$ cat config.mk
export PLATFORM = sky130hd
export DESIGN_NAME = l1_port_arbiter
export DESIGN_NICKNAME = d
export VERILOG_FILES = /design/src/rtl/l1_port_arbiter.sv
export SDC_FILE = /design/constraint.sdc
export NUM_CORES = 1
export LEC_CHECK = 0
export CORE_AREA = 4 4 100 125
export CTS_CLUSTER_DIAMETER = 100
export DETAILED_ROUTE_END_ITERATION = 16
export DIE_AREA = 0 0 104 129
export PLACE_DENSITY = 0.95
export SLEW_MARGIN = 20
export SYNTH_ARGS = -nofsm -noshare
export SYNTH_HDL_FRONTEND = slang
export SYNTH_SLANG_ARGS = --single-unit
$ cat constraint.sdc
create_clock -name clk -period 4.9 [get_ports clk]
set_input_delay 0.98 -clock clk [delete_from_list [all_inputs] [get_ports clk]]
set_output_delay 0.98 -clock clk [all_outputs]
set_load 0.01 [all_outputs]
$ cat src/rtl/l1_port_arbiter.sv
// Round-robin arbiter sharing the L1 cache request port between fetch (r0) and LSU (r1),
// with a watchdog that aborts hung transactions. Optional perf counters: L1_ARB_PERF_CNT_EN.
module l1_port_arbiter #(
  parameter int ADDR_WIDTH = 32,
  parameter int DATA_WIDTH = 32,
  parameter int TIMEOUT    = 255
) (
  input  logic                  clk,
  input  logic                  reset,
  input  logic                  r0_req,
  input  logic [ADDR_WIDTH-1:0] r0_addr,
  input  logic [DATA_WIDTH-1:0] r0_wdata,
  input  logic                  r0_we,
  input  logic                  r1_req,
  input  logic [ADDR_WIDTH-1:0] r1_addr,
  input  logic [DATA_WIDTH-1:0] r1_wdata,
  input  logic                  r1_we,
  output logic                  r0_gnt,
  output logic                  r1_gnt,
  output logic                  r0_done,
  output logic                  r1_done,
  output logic                  r0_err,
  output logic                  r1_err,
  output logic [DATA_WIDTH-1:0] rsp_data,
  output logic                  c_valid,
  output logic [ADDR_WIDTH-1:0] c_addr,
  output logic [DATA_WIDTH-1:0] c_wdata,
  output logic                  c_we,
  input  logic                  c_stall,
  input  logic                  c_done,
  input  logic [DATA_WIDTH-1:0] c_rdata,
  output logic                  c_abort
`ifdef L1_ARB_PERF_CNT_EN
  ,
  output logic [31:0]           perf_gnt0,
  output logic [31:0]           perf_gnt1,
  output logic [31:0]           perf_conflict
`endif
);

  // state | meaning
  // IDLE  | no transaction; requests sampled each edge
  // ISSUE | c_valid high, waiting for the cache to take the request
  // WAIT  | request accepted by the cache, waiting for c_done
  typedef enum logic [1:0] {IDLE, ISSUE, WAIT} state_t;

  localparam int CW = $clog2(TIMEOUT + 1);
  localparam logic [CW-1:0] CNT_LAST = CW'(TIMEOUT - 1);

  state_t                state_q, state_d;
  logic                  owner_q, owner_d;
  logic                  last_q, last_d;
  logic [CW-1:0]         cnt_q, cnt_d;
  logic [1:0]            gnt_q, gnt_d;
  logic [1:0]            done_q, done_d;
  logic [1:0]            err_q, err_d;
  logic                  abort_d;
  logic [DATA_WIDTH-1:0] rsp_d;
  logic [ADDR_WIDTH-1:0] caddr_d;
  logic [DATA_WIDTH-1:0] cwdata_d;
  logic                  cwe_d;
  logic                  win;

  always_ff @(posedge clk) begin
    if (reset) begin
      state_q  <= IDLE;
      owner_q  <= 1'b0;
      last_q   <= 1'b1;
      cnt_q    <= '0;
      gnt_q    <= '0;
      done_q   <= '0;
      err_q    <= '0;
      c_abort  <= 1'b0;
      rsp_data <= '0;
      c_addr   <= '0;
      c_wdata  <= '0;
      c_we     <= 1'b0;
    end else begin
      state_q  <= state_d;
      owner_q  <= owner_d;
      last_q   <= last_d;
      cnt_q    <= cnt_d;
      gnt_q    <= gnt_d;
      done_q   <= done_d;
      err_q    <= err_d;
      c_abort  <= abort_d;
      rsp_data <= rsp_d;
      c_addr   <= caddr_d;
      c_wdata  <= cwdata_d;
      c_we     <= cwe_d;
    end
  end

  always_comb begin
    state_d  = state_q;
    owner_d  = owner_q;
    last_d   = last_q;
    cnt_d    = cnt_q;
    gnt_d    = '0;
    done_d   = '0;
    err_d    = '0;
    abort_d  = 1'b0;
    rsp_d    = rsp_data;
    caddr_d  = c_addr;
    cwdata_d = c_wdata;
    cwe_d    = c_we;
    win      = 1'b0;

    case (state_q)
      IDLE: begin
        if (r0_req || r1_req) begin
          // on a conflict the requester that did not win last time goes first
          win          = (r0_req && r1_req) ? ~last_q : r1_req;
          owner_d      = win;
          gnt_d[win]   = 1'b1;
          caddr_d      = win ? r1_addr  : r0_addr;
          cwdata_d     = win ? r1_wdata : r0_wdata;
          cwe_d        = win ? r1_we    : r0_we;
          cnt_d        = '0;
          state_d      = ISSUE;
        end
      end
      ISSUE: begin
        if (cnt_q == CNT_LAST) begin
          done_d[owner_q] = 1'b1;
          err_d[owner_q]  = 1'b1;
          abort_d         = 1'b1;
          rsp_d           = '0;
          last_d          = owner_q;
          state_d         = IDLE;
        end else begin
          cnt_d = cnt_q + 1'b1;
          if (!c_stall) state_d = WAIT;
        end
      end
      WAIT: begin
        // a completion on the expiry edge still counts as a normal finish
        if (c_done) begin
          done_d[owner_q] = 1'b1;
          rsp_d           = c_rdata;
          last_d          = owner_q;
          state_d         = IDLE;
        end else if (cnt_q == CNT_LAST) begin
          done_d[owner_q] = 1'b1;
          err_d[owner_q]  = 1'b1;
          abort_d         = 1'b1;
          rsp_d           = '0;
          last_d          = owner_q;
          state_d         = IDLE;
        end else begin
          cnt_d = cnt_q + 1'b1;
        end
      end
      default: state_d = IDLE;
    endcase
  end

  assign c_valid = (state_q == ISSUE);
  assign r0_gnt  = gnt_q[0];
  assign r1_gnt  = gnt_q[1];
  assign r0_done = done_q[0];
  assign r1_done = done_q[1];
  assign r0_err  = err_q[0];
  assign r1_err  = err_q[1];

`ifdef L1_ARB_PERF_CNT_EN
  // saturating event counters, observation only
  always_ff @(posedge clk) begin
    if (reset) begin
      perf_gnt0     <= '0;
      perf_gnt1     <= '0;
      perf_conflict <= '0;
    end else begin
      if (gnt_d[0] && perf_gnt0 != '1) perf_gnt0 <= perf_gnt0 + 1'b1;
      if (gnt_d[1] && perf_gnt1 != '1) perf_gnt1 <= perf_gnt1 + 1'b1;
      if (state_q == IDLE && r0_req && r1_req && perf_conflict != '1)
        perf_conflict <= perf_conflict + 1'b1;
    end
  end
`endif

endmodule
==> metrics.txt, run 1 <==
status=finished clean; final WL=roughly 16000 um; clock transition at the registers of the reported paths=60 ps; number of fillers in the final layout=between 800 and 900; n_diodes=0; die area=between 10000 and 15000 um^2; CTS tree=yes; layout cells sized above 1=around 6%; first-pass GRT wire length=23900 um; min Tclk post-route=approximately 2700 ps; initial antenna violation count=0; Die W=between 100 and 150 um; CP delay by family, top=buffers and inverters; num ports=between 200 and 300; distinct cell type count after synthesis=a little under 50; 1st-pass router iterations=7; max incr delay on CP=approximately 730 ps; placer congestion estimate=roughly 0.84; clock buffer count from CTS=17; DR DRC count=0; Max-Cap Viols=0; Netlist Area Pre-Place=between 4000 and 5000 um^2; most frequent CP cell=nand2_1; DR WL/cell=17.5 um; Initial Utilization=about two fifths; yosys warns=0; critical-path maximum fanout=43; HP Class=reg -> reg; register area=between 2000 and 2500 um^2; vias per cell=about 5.3; Final Skew=13.1 ps; startpoint class of the critical path=input pin; CP required=about 5200 ps; clock buffer depth=2; Mapped Nets=~670; flops & latches, synth=approximately 120; setup TNS=0 ps; Util after Layout=70.6%; PortBufs=roughly 270; Post-CTS Hold Buffers=0; CTS Sinks=about 120; CTS H-tree depth=4; Crit path arrival time=between 3000 and 4000 ps; antenna-violating nets left=0; initial DRC count=158; Slew @ Worst Pin=970 ps; Final period util=a little under three fifths; CTS Root Cell=clkbuf_16; # resized after CTS=0; Slew Limit Fails=0; PwrDens=453 nW/um^2; Layout area overhead=78.0%; Syn Area/Cell=approximately 8.9 um^2; DP HPWL=~12000 um; LEAKAGE=3.16 nW; fin nets=about 940; CP cell instances=clkdlybuf4s50_1, o21a_1, nor2_4, buf_4, nand2_1, nand2_1; number of global-route vias before repair=4840; unrepaired setup endpoints after global routing=no; CP Class=in -> reg; num rows=43; Max VDD drop=0.226 mV; Post-CTS Setup Inserts=0; Critical Path Slowest Stage Cell=nor2_4; worst path bufs/invs=2; via count=around 4800; Die Y=roughly 130 um; final hold vios=0; Final Setup Violations=0; Total Routing Usage GR=between 20% and 30%; core box area=around 11000 um^2; sequential element share of the synthesized area=between 50% and 60%; Synth Instances=~500; critical path capture point type=register; Worst-Skew Late Latency=approximately 400 ps; Multi-input gate area=~2000 um^2; largest net degree at the start of global routing=approximately 70; grt total ovfl=0; Fmax achieved=~370 MHz; Worst slew margin=approximately a third; WHS=434 ps
-- sequential cells by signal, indices dropped and copies added (netlist names), 2 cells and up --
| signal | cells |
|---|---|
| cnt_q | 8 |
| err_q | 2 |
| rsp_data | 32 |
| state_q | 2 |
| gnt_q | 2 |
| done_q | 2 |
| c_wdata | 32 |
| c_addr | 32 |
-- report_power, final --
part           total, W  internal, W  switching [W]  leakage [nW]
logic           0.00103     0.000534       0.000491          1.90
registers       0.00121      0.00111      0.0000969         0.948
clock network   0.00134     0.000926       0.000414         0.310
total           0.00357      0.00257        0.00100          3.16
-- cells by family after synthesis --
logic type	count (synthesis)	share of synthesized area (%)
buffers and inverters	39	3.67
muxes	3	0.677
and+or+nand+nor	209	20.3
DFF	116	52.3
AOI/OAI and AO/OA	124	21.0
adders and majority gates	7	1.97
-- cell usage after synthesis, drive strengths merged --
library cell  number  share of area, %
a21oi              6               1.0
and3               2              0.28
nor2b              2              0.28
mux2i              3              0.68
a21o               1              0.17
a22oi             97                16
o31ai              3              0.51
nor3b              1              0.17
nand4              3              0.56
nand4b             1              0.20
o21a               2              0.34
nor4b              1              0.20
or4                2              0.34
o311ai             1              0.20
or3b               1              0.25
a21boi             2              0.42
nand2b             2              0.28
a211oi             2              0.34
o2111ai            1              0.20
buf               17               1.8
o2111a             1              0.25
o22ai              1              0.14
inv                7              0.59
o21ai              4              0.45
nand4bb            1              0.25
nand3b             1              0.17
o211ai             1              0.17
dfxtp            116                52
or3                3              0.42
and4               2              0.39
ha                 7               2.0
a31oi              2              0.42
clkbuf            15               1.3
nor3               3              0.45
nand2            142                12
nand3              3              0.34
or2                1              0.14
nor2              36               3.1
and2               1              0.14
nor4               1              0.14
-- per-layer routing --
metal / vias up / global-route usage (%) / wire [um]
met3: 38 / 9.13 / 1510
met1: 2202 / 22.9 / 5870
met2: 276 / 41.0 / 8070
met5: - / 0 / 0
li1: 2285 / - / -
met4: 0 / 10.9 / 460
-- layout make-up --
cell class	instances	area share (%)
clock buffer	22	5.88
clock inverter	9	2.23
inverter	7	0.333
multi-input combinational	343	25.0
sequential	116	29.4
tap	135	2.14
timing repair buffer	278	35.0
-- per-stage QoR --
step | setup WS [ps] | cell area [um^2] | power (W) | std cells
final | 2180 | 7900 | 0.00357 | 910
after global routing | 1990 | 7900 | 0.00374 | 910
after CTS | 2180 | 7900 | 0.00361 | 910
after detailed placement | 1760 | 7260 | 0.00225 | 879
after global placement | 1800 | 7260 | 0.00222 | 879
after floorplan | 2930 | 4440 | 0.00167 | 498
-- path summary, 6_finish.rpt --
| check | cells past startpoint | endpoint | start | slack [ps] |
|---|---|---|---|---|
| hold reg to reg | 2 | c_addr[14]$_SDFFE_PP0P_ | c_addr[14]$_SDFFE_PP0P_ | 430 |
| setup reg to reg | 7 | c_addr[7]$_SDFFE_PP0P_ | state_q[0]$_SDFFE_PP0P_ | 2680 |
| hold / removal | 2 | c_addr[14]$_SDFFE_PP0P_ | c_addr[14]$_SDFFE_PP0P_ | 430 |
| setup / recovery | 6 | c_addr[7]$_SDFFE_PP0P_ | r0_req | 2180 |
-- layout by cell type (no fill, tap or decap), drive strengths merged, types with 2 or more instances in the layout --
| master | instances |
|---|---|
| nor3 | 3 |
| dfxtp | 116 |
| and3 | 2 |
| nand2 | 142 |
| nand4 | 3 |
| ha | 7 |
| nand3 | 3 |
| inv | 7 |
| clkbuf | 22 |
| a31oi | 2 |
| a22oi | 97 |
| clkinv | 3 |
| nor2b | 2 |
| clkdlybuf4s50 | 272 |
| o21a | 2 |
| a21oi | 6 |
| a21boi | 2 |
| o31ai | 3 |
| mux2i | 3 |
| bufinv | 5 |
| buf | 6 |
| and4 | 2 |
| or4 | 2 |
| nand2b | 2 |
| or3 | 3 |
| a211oi | 2 |
| nor2 | 36 |
| o21ai | 4 |
-- tightest hold or removal path, cell delays in order, from the launching register on --
cell and delay, ps:
dfxtp_1 300, nand2_1 50, nand2_1 40
No activity file was read; power rests on OpenSTA's default activity.
==> inputs of run 2 (changes only) <==
- CORE_AREA: 4 4 100 125 -> 4 4 109 137
- DIE_AREA: 0 0 104 129 -> 0 0 113 141
- PLACE_DENSITY: 0.95 -> 0.86
- clock period: 4.9 -> 2.4 ns (I/O delays scaled with it)
==> run 2 against run 1 <==
  * Largest cell class unchanged
  * Core utilization is 12 points lower
  * Hold slack worse by 3.0 ps
  * Die area is 19% higher
  * Clock-buffer cell count is 2 lower
  * Global-route usage is 4.7 points lower
  * Sequential power is 100% higher
  * Clock power is 110% higher
  * Via count is 3.0% lower
  * Routed wire length is 7.9% lower
  * Sequential cell count stayed put
  * Register-to-register slack worse by 2200 ps
==> metrics.txt, run 2 (synthesized netlist as in run 1, its figures left out) <==
status=finished clean; clock transition at the registers of the reported paths=approximately 50 ps; vias per cell=around 4.9; die area=roughly 16000 um^2; Final period util=between 90% and 100%; Worst Setup EP=c_valid; Final Skew=between 7 and 8 ps; register area=around 2300 um^2; final WL=roughly 15000 um; via count=4659; DR DRC count=0; Post-CTS Setup Inserts=0; switching share of power=roughly 28%; Total Routing Usage GR=between 10% and 20%; Seq pwr share=33.2%; Layout area overhead=81.0%; clock power share=38.4%; most frequent cells in the layout=clkdlybuf4s50_1 (272), nand2_1 (141), dfxtp_1 (116); CP required=between 1500 and 2000 ps; placer congestion estimate=roughly 0.85; Post-CTS Hold Buffers=0; worst r2r src=state_q[0]$_SDFFE_PP0P_; WHS=~430 ps; first-pass GRT wire length=about 23000 um; Slew Limit Fails=0; CP Class=reg -> out; number of fillers in the final layout=1164; Initial Utilization=between 30% and 40%; Max VDD drop=0.506 mV; antenna-violating nets left=0; fin nets=~940; largest net degree at the start of global routing=49; 1st-pass router iterations=4; CTS H-tree depth=4; Die W=113 um; worst hold start=c_addr[29]$_SDFFE_PP0P_; num rows=48; CTS tree=yes; grt total ovfl=0; critical-path maximum fanout=5; LEAKAGE=about 3.2 nW; final hold vios=0; setup TNS=0 ps; number of global-route vias before repair=4774; Worst-Skew Late Latency=approximately 400 ps; Die Y=roughly 140 um; Slew @ Worst Pin=413 ps; clock buffer count from CTS=17; PnR Total Power=about 0.0074 W; min Tclk post-route=2190 ps; Util after Layout=58.9%; PortBufs=~270; Max-Cap Viols=0; layout cells sized above 1=under 10%; DP HPWL=11100 um; clock buffer depth=2; PwrDens=just over 900 nW/um^2; critical path capture point type=primary output; Reg2Reg Setup Slack=a little over 500 ps; n_diodes=0; # resized after CTS=0; Final Setup Violations=0; HP Class=reg -> reg; area post-placement=roughly 7400 um^2; startpoint class of the critical path=register; unrepaired setup endpoints after global routing=no; Logic pwr share=about 28%; core box area=approximately 14000 um^2; Fmax achieved=approximately 460 MHz; Worst slew margin=between 70% and 80%; switching power=just over 0.002 W; RR Endpoint=last_q$_SDFFE_PP1P_; initial antenna violation count=0; Crit path arrival time=1710 ps; num ports=273; Multi-input gate area=around 2000 um^2; Int Pwr=approximately 0.0053 W; crit path from=state_q[1]$_SDFFE_PP0P_; top flop regs=c_addr x32, c_wdata x32, rsp_data x32; CTS Root Cell=clkbuf_16; CTS Sinks=116; DR WL/cell=15.4 um; initial DRC count=slightly above 200; worst r2r path cells=7; commonest non-fill, non-tap cell in the layout=clkdlybuf4s50_1; post-route cell area=approximately 8000 um^2
[run 2: worst max-delay path, stage by stage, from the launching register on]
cell and delay [ps]:
dfxtp_1 340, inv_1 110, ha_1 280, clkdlybuf4s50_1 590
[run 2: per-layer routing]
metal | vias up | global-route usage [%] | wire length (um)
li1 | 2289 | - | -
met1 | 2127 | 18.2 | 5480
met2 | 225 | 32.4 | 7350
met3 | 18 | 8.24 | 1560
met4 | 0 | 6.01 | 260
met5 | - | 0 | 0
[run 2: worst min path at each step]
stage / to / slack, ps / depth (start not counted)
after floorplan: done_q[0]$_SDFF_PP0_ / 440 / 1
after CTS: c_wdata[14]$_SDFFE_PP0P_ / 440 / 2
after detailed placement: c_addr[5]$_SDFFE_PP0P_ / 430 / 2
final: c_addr[29]$_SDFFE_PP0P_ / 430 / 2
after global placement: c_addr[22]$_SDFFE_PP0P_ / 420 / 2
after global routing: c_addr[5]$_SDFFE_PP0P_ / 450 / 2
[run 2: area by class of cell]
cell class	count	area share [%]
repair buffers	281	35.2
flip-flops and latches	116	28.9
multi-input cells	343	24.6
clock buffers	20	5.44
clock inverters	12	2.84
well taps	175	2.73
inverters	7	0.327
[run 2: power by group through the flow]
| stage | Sequential, W | Clock [W] | Combinational, W |
|---|---|---|---|
| after global routing | 0.00250 | 0.00301 | 0.00230 |
| after floorplan | 0.00262 | 0 | 0.000794 |
| after CTS | 0.00246 | 0.00291 | 0.00213 |
| after detailed placement | 0.00250 | 0 | 0.00212 |
| final | 0.00246 | 0.00284 | 0.00211 |
| after global placement | 0.00248 | 0 | 0.00209 |
[run 2: per-stage QoR]
step | setup slack, ps | instances
after floorplan | 703 | 498
after CTS | 169 | 954
final | 213 | 954
after detailed placement | 220 | 922
after global placement | 283 | 922
after global routing | 120 | 954
